<file path="src/rtl/wb_uart_pkg.sv">
// Shared constants and state encodings for the UART-driven Wishbone initiator.
package wb_uart_pkg;

    localparam logic [7:0] OP_READ  = 8'h52;
    localparam logic [7:0] OP_WRITE = 8'h57;
    localparam logic [7:0] RSP_OK   = 8'h4B;
    localparam logic [7:0] RSP_ERR  = 8'h45;

    typedef enum logic [2:0] {
        S_IDLE,
        S_ADDR,
        S_DATA,
        S_WB_REQ,
        S_WB_WAIT,
        S_TX
    } state_e;

    typedef enum logic [1:0] {
        TX_IDLE,
        TX_SEND,
        TX_GUARD,
        TX_WAIT
    } tx_state_e;

endpackage

</file>
<file path="src/rtl/wb_uart_master_if.sv">
// Byte-stream and Wishbone signals of wb_uart_master; master = the block, slave = its environment.
interface wb_uart_master_if;

    logic [7:0]  i_rx_data;
    logic        i_rx_valid;
    logic [7:0]  o_tx_data;
    logic        o_tx_valid;
    logic        i_tx_busy;

    logic        o_wb_cyc;
    logic        o_wb_stb;
    logic        o_wb_we;
    logic [31:0] o_wb_addr;
    logic [31:0] o_wb_data;
    logic [3:0]  o_wb_sel;
    logic        i_wb_stall;
    logic        i_wb_ack;
    logic [31:0] i_wb_data;

    modport master (
        input  i_rx_data, i_rx_valid, i_tx_busy, i_wb_stall, i_wb_ack, i_wb_data,
        output o_tx_data, o_tx_valid, o_wb_cyc, o_wb_stb, o_wb_we, o_wb_addr, o_wb_data, o_wb_sel
    );

    modport slave (
        output i_rx_data, i_rx_valid, i_tx_busy, i_wb_stall, i_wb_ack, i_wb_data,
        input  o_tx_data, o_tx_valid, o_wb_cyc, o_wb_stb, o_wb_we, o_wb_addr, o_wb_data, o_wb_sel
    );

endinterface

</file>
<file path="src/rtl/wb_uart_tx_seq.sv">
// Response serializer: sends 1 or 5 bytes of a 40-bit payload MSB first, pacing on tx busy.
module wb_uart_tx_seq
    import wb_uart_pkg::*;
(
    input  logic        i_clk,
    input  logic        in_rst,
    input  logic        start_i,
    input  logic [39:0] payload_i,
    input  logic [2:0]  count_i,
    input  logic        tx_busy_i,
    output logic [7:0]  tx_data_o,
    output logic        tx_valid_o,
    output logic        done_o
);

    tx_state_e   state_q;
    logic [39:0] shift_q;
    logic [2:0]  left_q;

    always_ff @(posedge i_clk or negedge in_rst) begin
        if (!in_rst) begin
            state_q    <= TX_IDLE;
            shift_q    <= '0;
            left_q     <= '0;
            tx_data_o  <= '0;
            tx_valid_o <= 1'b0;
            done_o     <= 1'b0;
        end else begin
            tx_valid_o <= 1'b0;
            done_o     <= 1'b0;
            case (state_q)
                TX_IDLE: if (start_i) begin
                    shift_q <= payload_i;
                    left_q  <= count_i;
                    state_q <= TX_SEND;
                end
                TX_SEND: if (!tx_busy_i) begin
                    tx_valid_o <= 1'b1;
                    tx_data_o  <= shift_q[39:32];
                    shift_q    <= {shift_q[31:0], 8'h00};
                    left_q     <= left_q - 3'd1;
                    state_q    <= TX_GUARD;
                end
                // The bridge raises busy one cycle after the strobe; skip that stale sample.
                TX_GUARD: state_q <= TX_WAIT;
                TX_WAIT: if (!tx_busy_i) begin
                    if (left_q != 3'd0) begin
                        state_q <= TX_SEND;
                    end else begin
                        done_o  <= 1'b1;
                        state_q <= TX_IDLE;
                    end
                end
                default: state_q <= TX_IDLE;
            endcase
        end
    end

endmodule

</file>
<file path="src/rtl/wb_uart_master.sv">
// Parses 'R'/'W' command frames from the UART byte stream and runs each as one Wishbone cycle.
module wb_uart_master
    import wb_uart_pkg::*;
#(
    parameter int ACK_TIMEOUT  = 1024,
    parameter int BYTE_TIMEOUT = 1000000
) (
    input  logic              i_clk,
    input  logic              in_rst,
    wb_uart_master_if.master  bus,
    output logic              o_busy
);

    localparam int AT_W = $clog2(ACK_TIMEOUT) + 1;
    localparam int BT_W = $clog2(BYTE_TIMEOUT) + 1;

    state_e            state_q;
    logic              is_write_q;
    logic [1:0]        byte_idx_q;
    logic [31:0]       addr_sh_q;
    logic [23:0]       data_sh_q;
    logic [31:0]       addr_q;
    logic [31:0]       wdata_q;
    logic              cyc_q;
    logic              stb_q;
    logic [AT_W-1:0]   ack_cnt_q;
    logic [BT_W-1:0]   gap_cnt_q;
    logic              tx_start_q;
    logic [39:0]       tx_payload_q;
    logic [2:0]        tx_count_q;
    logic              tx_done;

    // NOTE: sequential state is assigned with <= only, so every branch reads pre-edge values.
    always_ff @(posedge i_clk or negedge in_rst) begin
        if (!in_rst) begin
            state_q      <= S_IDLE;
            is_write_q   <= 1'b0;
            byte_idx_q   <= '0;
            addr_sh_q    <= '0;
            data_sh_q    <= '0;
            addr_q       <= '0;
            wdata_q      <= '0;
            cyc_q        <= 1'b0;
            stb_q        <= 1'b0;
            ack_cnt_q    <= '0;
            gap_cnt_q    <= '0;
            tx_start_q   <= 1'b0;
            tx_payload_q <= '0;
            tx_count_q   <= '0;
        end else begin
            tx_start_q <= 1'b0;
            case (state_q)
                S_IDLE: if (bus.i_rx_valid && (bus.i_rx_data == OP_READ || bus.i_rx_data == OP_WRITE)) begin
                    is_write_q <= (bus.i_rx_data == OP_WRITE);
                    byte_idx_q <= '0;
                    gap_cnt_q  <= '0;
                    state_q    <= S_ADDR;
                end
                S_ADDR, S_DATA: begin
                    if (bus.i_rx_valid) begin
                        gap_cnt_q  <= '0;
                        byte_idx_q <= byte_idx_q + 2'd1;
                        if (state_q == S_ADDR) addr_sh_q <= {addr_sh_q[23:0], bus.i_rx_data};
                        else                   data_sh_q <= {data_sh_q[15:0], bus.i_rx_data};
                        if (byte_idx_q == 2'd3) begin
                            if (state_q == S_ADDR && is_write_q) begin
                                state_q <= S_DATA;
                            end else begin
                                // Bus-facing registers load only here so they hold between cycles.
                                if (state_q == S_ADDR) begin
                                    addr_q <= {addr_sh_q[23:0], bus.i_rx_data};
                                end else begin
                                    addr_q  <= addr_sh_q;
                                    wdata_q <= {data_sh_q, bus.i_rx_data};
                                end
                                cyc_q     <= 1'b1;
                                stb_q     <= 1'b1;
                                ack_cnt_q <= '0;
                                state_q   <= S_WB_REQ;
                            end
                        end
                    end else if (gap_cnt_q == BT_W'(BYTE_TIMEOUT - 1)) begin
                        state_q <= S_IDLE;
                    end else begin
                        gap_cnt_q <= gap_cnt_q + BT_W'(1);
                    end
                end
                S_WB_REQ, S_WB_WAIT: begin
                    // Ack wins over the timeout when both land in the same cycle.
                    if (bus.i_wb_ack) begin
                        cyc_q        <= 1'b0;
                        stb_q        <= 1'b0;
                        tx_payload_q <= {RSP_OK, is_write_q ? 32'h0 : bus.i_wb_data};
                        tx_count_q   <= is_write_q ? 3'd1 : 3'd5;
                        tx_start_q   <= 1'b1;
                        state_q      <= S_TX;
                    end else if (ack_cnt_q == AT_W'(ACK_TIMEOUT - 1)) begin
                        cyc_q        <= 1'b0;
                        stb_q        <= 1'b0;
                        tx_payload_q <= {RSP_ERR, 32'h0};
                        tx_count_q   <= 3'd1;
                        tx_start_q   <= 1'b1;
                        state_q      <= S_TX;
                    end else begin
                        ack_cnt_q <= ack_cnt_q + AT_W'(1);
                        if (state_q == S_WB_REQ && !bus.i_wb_stall) begin
                            stb_q   <= 1'b0;
                            state_q <= S_WB_WAIT;
                        end
                    end
                end
                S_TX: if (tx_done) state_q <= S_IDLE;
                default: state_q <= S_IDLE;
            endcase
        end
    end

    assign bus.o_wb_cyc  = cyc_q;
    assign bus.o_wb_stb  = stb_q;
    assign bus.o_wb_we   = cyc_q & is_write_q;
    assign bus.o_wb_sel  = {4{cyc_q}};
    assign bus.o_wb_addr = addr_q;
    assign bus.o_wb_data = wdata_q;
    assign o_busy        = (state_q != S_IDLE);

    wb_uart_tx_seq u_tx_seq (
        .i_clk      (i_clk),
        .in_rst     (in_rst),
        .start_i    (tx_start_q),
        .payload_i  (tx_payload_q),
        .count_i    (tx_count_q),
        .tx_busy_i  (bus.i_tx_busy),
        .tx_data_o  (bus.o_tx_data),
        .tx_valid_o (bus.o_tx_valid),
        .done_o     (tx_done)
    );

endmodule

</file>
<file path="src/flat_wrapper.sv">
// flat-port wrapper written by rule: the top's interface ports become plain ports
module wb_uart_master_flat import wb_uart_pkg::*;
#(
    parameter int ACK_TIMEOUT  = 1024,
    parameter int BYTE_TIMEOUT = 1000000
)
  (i_clk, in_rst, o_busy, bus_i_rx_data, bus_i_rx_valid, bus_i_tx_busy, bus_i_wb_stall, bus_i_wb_ack, bus_i_wb_data, bus_o_tx_data, bus_o_tx_valid, bus_o_wb_cyc, bus_o_wb_stb, bus_o_wb_we, bus_o_wb_addr, bus_o_wb_data, bus_o_wb_sel);
  wb_uart_master_if bus_i ();
  input  logic i_clk;
  input  logic in_rst;
  output logic o_busy;
  input wire logic [$bits(bus_i.i_rx_data)-1:0] bus_i_rx_data;
  input wire logic [$bits(bus_i.i_rx_valid)-1:0] bus_i_rx_valid;
  input wire logic [$bits(bus_i.i_tx_busy)-1:0] bus_i_tx_busy;
  input wire logic [$bits(bus_i.i_wb_stall)-1:0] bus_i_wb_stall;
  input wire logic [$bits(bus_i.i_wb_ack)-1:0] bus_i_wb_ack;
  input wire logic [$bits(bus_i.i_wb_data)-1:0] bus_i_wb_data;
  output wire logic [$bits(bus_i.o_tx_data)-1:0] bus_o_tx_data;
  output wire logic [$bits(bus_i.o_tx_valid)-1:0] bus_o_tx_valid;
  output wire logic [$bits(bus_i.o_wb_cyc)-1:0] bus_o_wb_cyc;
  output wire logic [$bits(bus_i.o_wb_stb)-1:0] bus_o_wb_stb;
  output wire logic [$bits(bus_i.o_wb_we)-1:0] bus_o_wb_we;
  output wire logic [$bits(bus_i.o_wb_addr)-1:0] bus_o_wb_addr;
  output wire logic [$bits(bus_i.o_wb_data)-1:0] bus_o_wb_data;
  output wire logic [$bits(bus_i.o_wb_sel)-1:0] bus_o_wb_sel;
  assign bus_i.i_rx_data = bus_i_rx_data;
  assign bus_i.i_rx_valid = bus_i_rx_valid;
  assign bus_i.i_tx_busy = bus_i_tx_busy;
  assign bus_i.i_wb_stall = bus_i_wb_stall;
  assign bus_i.i_wb_ack = bus_i_wb_ack;
  assign bus_i.i_wb_data = bus_i_wb_data;
  assign bus_o_tx_data = bus_i.o_tx_data;
  assign bus_o_tx_valid = bus_i.o_tx_valid;
  assign bus_o_wb_cyc = bus_i.o_wb_cyc;
  assign bus_o_wb_stb = bus_i.o_wb_stb;
  assign bus_o_wb_we = bus_i.o_wb_we;
  assign bus_o_wb_addr = bus_i.o_wb_addr;
  assign bus_o_wb_data = bus_i.o_wb_data;
  assign bus_o_wb_sel = bus_i.o_wb_sel;
  wb_uart_master #(.ACK_TIMEOUT(ACK_TIMEOUT), .BYTE_TIMEOUT(BYTE_TIMEOUT)) u_core (.i_clk(i_clk), .in_rst(in_rst), .bus(bus_i), .o_busy(o_busy));
endmodule
</file>
<file path="config.mk">
export PLATFORM = sky130hd
export DESIGN_NAME = wb_uart_master_flat
export DESIGN_NICKNAME = d
export VERILOG_FILES = /design/src/rtl/wb_uart_pkg.sv /design/src/rtl/wb_uart_master_if.sv /design/src/rtl/wb_uart_tx_seq.sv /design/src/rtl/wb_uart_master.sv /design/src/flat_wrapper.sv
export SDC_FILE = /design/constraint.sdc
export NUM_CORES = 1
export LEC_CHECK = 0
export CAP_MARGIN = 15
export CORE_MARGIN = 2
export CORE_UTILIZATION = 38
export DETAILED_ROUTE_END_ITERATION = 10
export HOLD_SLACK_MARGIN = 0.03
export PLACE_DENSITY_LB_ADDON = 0.2
export SYNTH_ARGS = -nofsm -noshare
export SYNTH_HDL_FRONTEND = slang
export SYNTH_SLANG_ARGS = --single-unit
export TNS_END_PERCENT = 5
</file>
<file path="constraint.sdc">
create_clock -name i_clk -period 3.8 [get_ports i_clk]
set_input_delay 0.76 -clock i_clk [delete_from_list [all_inputs] [get_ports i_clk]]
set_output_delay 0.76 -clock i_clk [all_outputs]
set_load 0.01 [all_outputs]
</file>
Word level (Yosys, flattened, before mapping)
Index checks and enable logic that the tools add are counted.
- bits in registers: 259
- word-level logic and storage cells: 145
- input bits: 46
- reductions and logical operators: 30
- bitwise logic cells: 4
- equality and inequality tests: 28
- multiplexer cells: 59
- add/subtract/negate cells: 4
- operators with widths (cell ; number):
    40-bit 2-to-1 mux ; 4
    40-bit one-hot mux with 2 select lines ; 1
    32-bit 2-to-1 mux ; 2
    21-bit 2-to-1 mux ; 3
    11-bit 2-to-1 mux ; 5
    21-bit one-hot mux with 2 select lines ; 1
    3-bit 2-to-1 mux ; 13
    11-bit one-hot mux with 2 select lines ; 1
    21-bit by 1-bit adder with 21-bit output (second input constant) ; 1
    21-bit by 20-bit == test with 1-bit output (second input constant) ; 1
    5-bit AND reduction ; 4
    1-bit 2-to-1 mux ; 18
    8-bit by 7-bit == test with 1-bit output (second input constant) ; 2
    3-bit AND reduction ; 5
    2-bit != test (second input constant) ; 7
    3-bit one-hot mux with 4 select lines ; 1
    11-bit by 1-bit adder with 11-bit output (second input constant) ; 1
    11-bit by 10-bit == test with 1-bit output (second input constant) ; 1
    2-bit 2-to-1 mux ; 5
    3-bit by 2-bit != test with 1-bit output (second input constant) ; 3
    2-bit one-hot mux with 4 select lines ; 1
    2-bit AND reduction ; 4
    2-bit nonzero test ; 4
    2-bit == test (second input constant) ; 3
    23 further kinds ; 34

Logic depth before layout (Yosys ltp)
- depth in word-level cells: 6
- depth in mapped cells: 9
- depth with buffers taken out: 7

By module
From an unflattened synthesis, not the netlist that was laid out.
- cell total of the unflattened synthesis: 897
- area, all modules: 11398.4 um2
- by module, submodules not included (module ; sequential area each (um2) ; area each (um2) ; cells an instance ; instances):
    wb_uart_master ; 4929.7 ; 8562.0 ; 697 ; 1
    wb_uart_tx_seq ; 1376.3 ; 2836.5 ; 200 ; 1

Worst setup path before layout
Ideal clock, no wire load.
- path kind: input-to-reg
- start point: input port bus_i_rx_valid
- end point: register u_core.state_q[0]
- required time: 3.675 ns
- arrival time: 2.197 ns
- slack: 1.478 ns
- stages on the path: 6
- path buffers: 1
- path through: clkbuf_1 -> and3b_1 -> a31oi_1 -> a311oi_1 -> or3b_4 -> mux2_4
- longest elaborated chain between the ends: 3
- RTL lines (element ; RTL line ; source):
    from (decl) ; flat_wrapper.sv:13 ; input wire logic [$bits(bus_i.i_rx_valid)-1:0] bus_i_rx_valid;
    1-bit logical AND ; wb_uart_master.sv:53 ; S_IDLE: if (bus.i_rx_valid && (bus.i_rx_data == OP_READ || bus.i_rx_data == OP_WRITE)) begin
    2-bit by 1-bit != test with 1-bit output (no line) ; - ;
    5-bit AND reduction (no line) ; - ;
    to (signal assigned) ; wb_uart_master.sv:57 ; state_q <= S_ADDR;
    to (signal assigned) ; wb_uart_master.sv:67 ; state_q <= S_DATA;
    to (signal assigned) ; wb_uart_master.sv:79 ; state_q <= S_WB_REQ;
    to (decl) ; wb_uart_master.sv:17 ; state_e state_q;
Parallel ways exist; a longest one is shown, timed or not.
A chain may end at the register's enable or synchronous reset.

Final worst setup path
- start point: register u_core.state_q[0]
- end point: output port o_busy
- longest elaborated chain between the ends: 1
- RTL lines (element ; RTL line ; source):
    from (signal assigned) ; wb_uart_master.sv:36 ; state_q <= S_IDLE;
    from (signal assigned) ; wb_uart_master.sv:57 ;
    from (signal assigned) ; wb_uart_master.sv:67 ;
    3-bit nonzero test ; wb_uart_master.sv:124 ; assign o_busy = (state_q != S_IDLE);
    to (decl) ; flat_wrapper.sv:11 ; output logic o_busy;
No other way between the ends.

==> reports/qor.csv <==
metric,value,unit
Max-Cap Viols,0,
crit path buf inv count,1,
RSZ-0062 raised after global routing,false,
syn_nets,960,
CP Cell Sequence,or3_1 > clkdlybuf4s50_1,
Highest Signal Layer,met4,
"commonest non-fill, non-tap cell in the layout",dfrtp_1,
Worst path max stage delay,0.54,ns
Slew headroom,21.53,%
Mapped Cells,906,
Clock Latency Late Sink,0.55,ns
Finished Core Util,48.28,%
setup_tns,0,ns
Starting DRT DRC Count,391,
maximum vdd drop,0.3870,mV
fraction of layout cells with a size suffix above 1,17.19,%
HP Class,input port to asynchronous set/reset pin,
reg2reg start,u_core.u_tx_seq.state_q[0]$_DFFE_PN0P_,
Final Hold Viols,0,
GRT overflow,0,
Rows,61,
buffers inserted by post-CTS timing repair,0,
"Reg clk slew, reported paths",0.06,ns
initial antenna violation count,1,
most frequent cells in the layout,"dfrtp_1, clkdlybuf4s50_1, mux2_2, o21ai_0, nand2_1",
flop-to-flop setup slack,1.35,ns
CTS tree,built,
CP arrival,2.11,ns
leakage,5.978,nW
vias per inst,5.102,
Top-Level Pins,127,
vias in the first global route,7439,
clock buffer depth,3,
input/output buffers,126,
"Gates resized, CTS repair",0,
clock buffer count from CTS,29,
via count,7271,
r2r worst-path depth,6,
number of flops mapped to enable cells by yosys,0,
synthesized area,0.01087,mm2
slowest CP cell,clkdlybuf4s50_1,
Seq cells post-synth,252,
Pwr per Cell Area,718.3,mW/mm2
Post-Route WL,23820,um
"Top FF cell, synth",dfrtp_1,
CP required,3.04,ns
ant diodes,0,
fmax,349.0,MHz
"Slew Viols, Final",0,
Root Driver,clkbuf_16,
CTS Hold Bufs,0,
Slew @ Worst Pin,1.177,ns
worst-path fanout max,13,
fillcell total,2573,
H-tree depth,1,
Nets,1078,
Crit Path Category,flop to primary output,
"Avg Cell Area, Syn",12.00,um2
DPL Wire Length,15370,um
largest net degree at the start of global routing,82,
global-route wire length before repair,40000,um
post-layout min period,2.865,ns
drt first pass iters,4,
GP Congestion,0.7939,
Worst Setup End Kind,primary output,
Chip Width,173.1,um
clk sinks,252,
Final Setup Violations,0,
full die area,0.02997,mm2
wire length on met3,1589,um
crit-path leading delay family,buffers and inverters,
Critical Path Source Type,flop,
DIE HEIGHT,173.1,um
Yosys Warn Count,0,
share of flip-flops with an asynchronous set or reset,100.0,%
"antenna viol nets, final",0,
WL met2,10730,um
RR Endpoint,u_core.u_tx_seq.shift_q[16]$_DFFE_PN0P_,
Synth cell types,64,
crit share post-route,75.40,%
DR WL/cell,16.71,um
clk_skew,0.01947,ns
Area growth syn-to-layout,24.42,%
Initial Util,38.80,%
Post-Route M1 WL,11050,um
GRT Overall Usage,16.05,%
sequential area share after synthesis,58.02,%
Residual DRC,0,
status,"complete, no violations",
core area,0.02801,mm2
-- worst max-delay path by stage --
stage,from,slack (ns),cells after the start,endpoint
floorplan,bus_i_rx_valid,1.48,6,u_core.state_q[0]$_DFFE_PN0P_
detailed placement,bus_i_rx_data[1],0.69,7,u_core.gap_cnt_q[15]$_DFFE_PN0P_
global route,u_core.state_q[0]$_DFFE_PN0P_,0.86,2,o_busy
global placement,bus_i_rx_data[1],0.83,7,u_core.gap_cnt_q[15]$_DFFE_PN0P_
CTS,u_core.state_q[0]$_DFFE_PN0P_,0.89,2,o_busy
finish,u_core.state_q[0]$_DFFE_PN0P_,0.93,2,o_busy
-- state kept, by name (all words and copies together) (netlist names), 3 cells and up --
register                   cells
u_core.u_tx_seq.tx_data_o      8
u_core.tx_payload_q           35
u_core.data_sh_q              24
u_core.gap_cnt_q              21
u_core.bus.o_wb_addr          32
u_core.u_tx_seq.left_q         3
u_core.addr_sh_q              32
u_core.bus.o_wb_data          32
u_core.ack_cnt_q              11
u_core.state_q                 3
u_core.u_tx_seq.shift_q       40
-- Yosys cell counts, drive strengths merged (2+ instances only) --
| cell | instances | area, um2 |
|---|---|---|
| o211ai | 3 | 22.52 |
| and2 | 6 | 37.54 |
| nand3 | 16 | 80.08 |
| or3b | 2 | 20.02 |
| o21a | 3 | 22.52 |
| and3 | 4 | 25.02 |
| clkbuf | 23 | 86.33 |
| mux2i | 58 | 580.6 |
| a211oi | 2 | 15.01 |
| nand4b | 2 | 17.52 |
| nor3 | 11 | 71.32 |
| o31ai | 10 | 75.07 |
| a31oi | 11 | 68.82 |
| or4 | 7 | 52.55 |
| nor2 | 23 | 86.33 |
| a21oi | 20 | 103.9 |
| a21o | 2 | 15.01 |
| o21ai | 97 | 489.2 |
| nor2b | 4 | 25.02 |
| xnor2 | 2 | 25.03 |
| o41ai | 2 | 36.29 |
| nand4 | 8 | 62.56 |
| ha | 8 | 100.1 |
| nand2 | 94 | 352.8 |
| nand2b | 6 | 37.54 |
| or3 | 10 | 62.56 |
| inv | 16 | 60.06 |
| buf | 32 | 168.9 |
| mux2 | 99 | 1119 |
| dfrtp | 252 | 6306 |
| a41oi | 2 | 17.52 |
| a22o | 49 | 429.2 |
| nor4 | 3 | 33.78 |
-- report_power, final --
part	switching (mW)	internal [mW]
logic	1.39	1.37
registers	0.586	3.50
clock network	1.10	1.76
-- metrics by stage --
step / total power [mW] / std cells / setup WS [ns] / hold slack [ns] / area, um2
after CTS: 9.860 / 1425 / 0.8931 / 0.1617 / 13520
after global placement: 6.856 / 1371 / 0.8267 / 0.4563 / 12510
final: 9.714 / 1425 / 0.9347 / 0.1630 / 13520
after global routing: 10.38 / 1425 / 0.8553 / 0.1954 / 13520
after floorplan: 5.966 / 906 / 1.478 / 0.4434 / 10870
after detailed placement: 6.923 / 1371 / 0.6944 / 0.4603 / 12510
-- cell families (layout without fill, tap and decap cells) --
family,after synthesis,count (layout),synth area share [%]
buf+inv,71,212,2.901
compound gates,212,212,12.77
simple gates,204,204,9.532
mux,157,157,15.63
fa+ha+maj,8,8,0.9210
xor+xnor,2,2,0.2303
flops,252,252,58.02
-- area by class of cell --
| type | instances | area (um2) | share of cell area, % |
|---|---|---|---|
| tap | 378 | 473.0 | 3.497 |
| timing repair buffer | 142 | 1399 | 10.34 |
| multi-input combinational | 583 | 4272 | 31.59 |
| sequential | 252 | 6306 | 46.63 |
| inverter | 16 | 60.06 | 0.4441 |
| clock buffer | 46 | 899.6 | 6.652 |
| clock inverter | 8 | 113.9 | 0.8420 |
-- metal layers --
layer,global-route usage (%),up-vias
li1,-,3522
met1,22.40,3598
met2,24.63,121
met3,4.925,30
met4,3.531,0
met5,0,-
No activity file was read; power rests on OpenSTA's default activity.
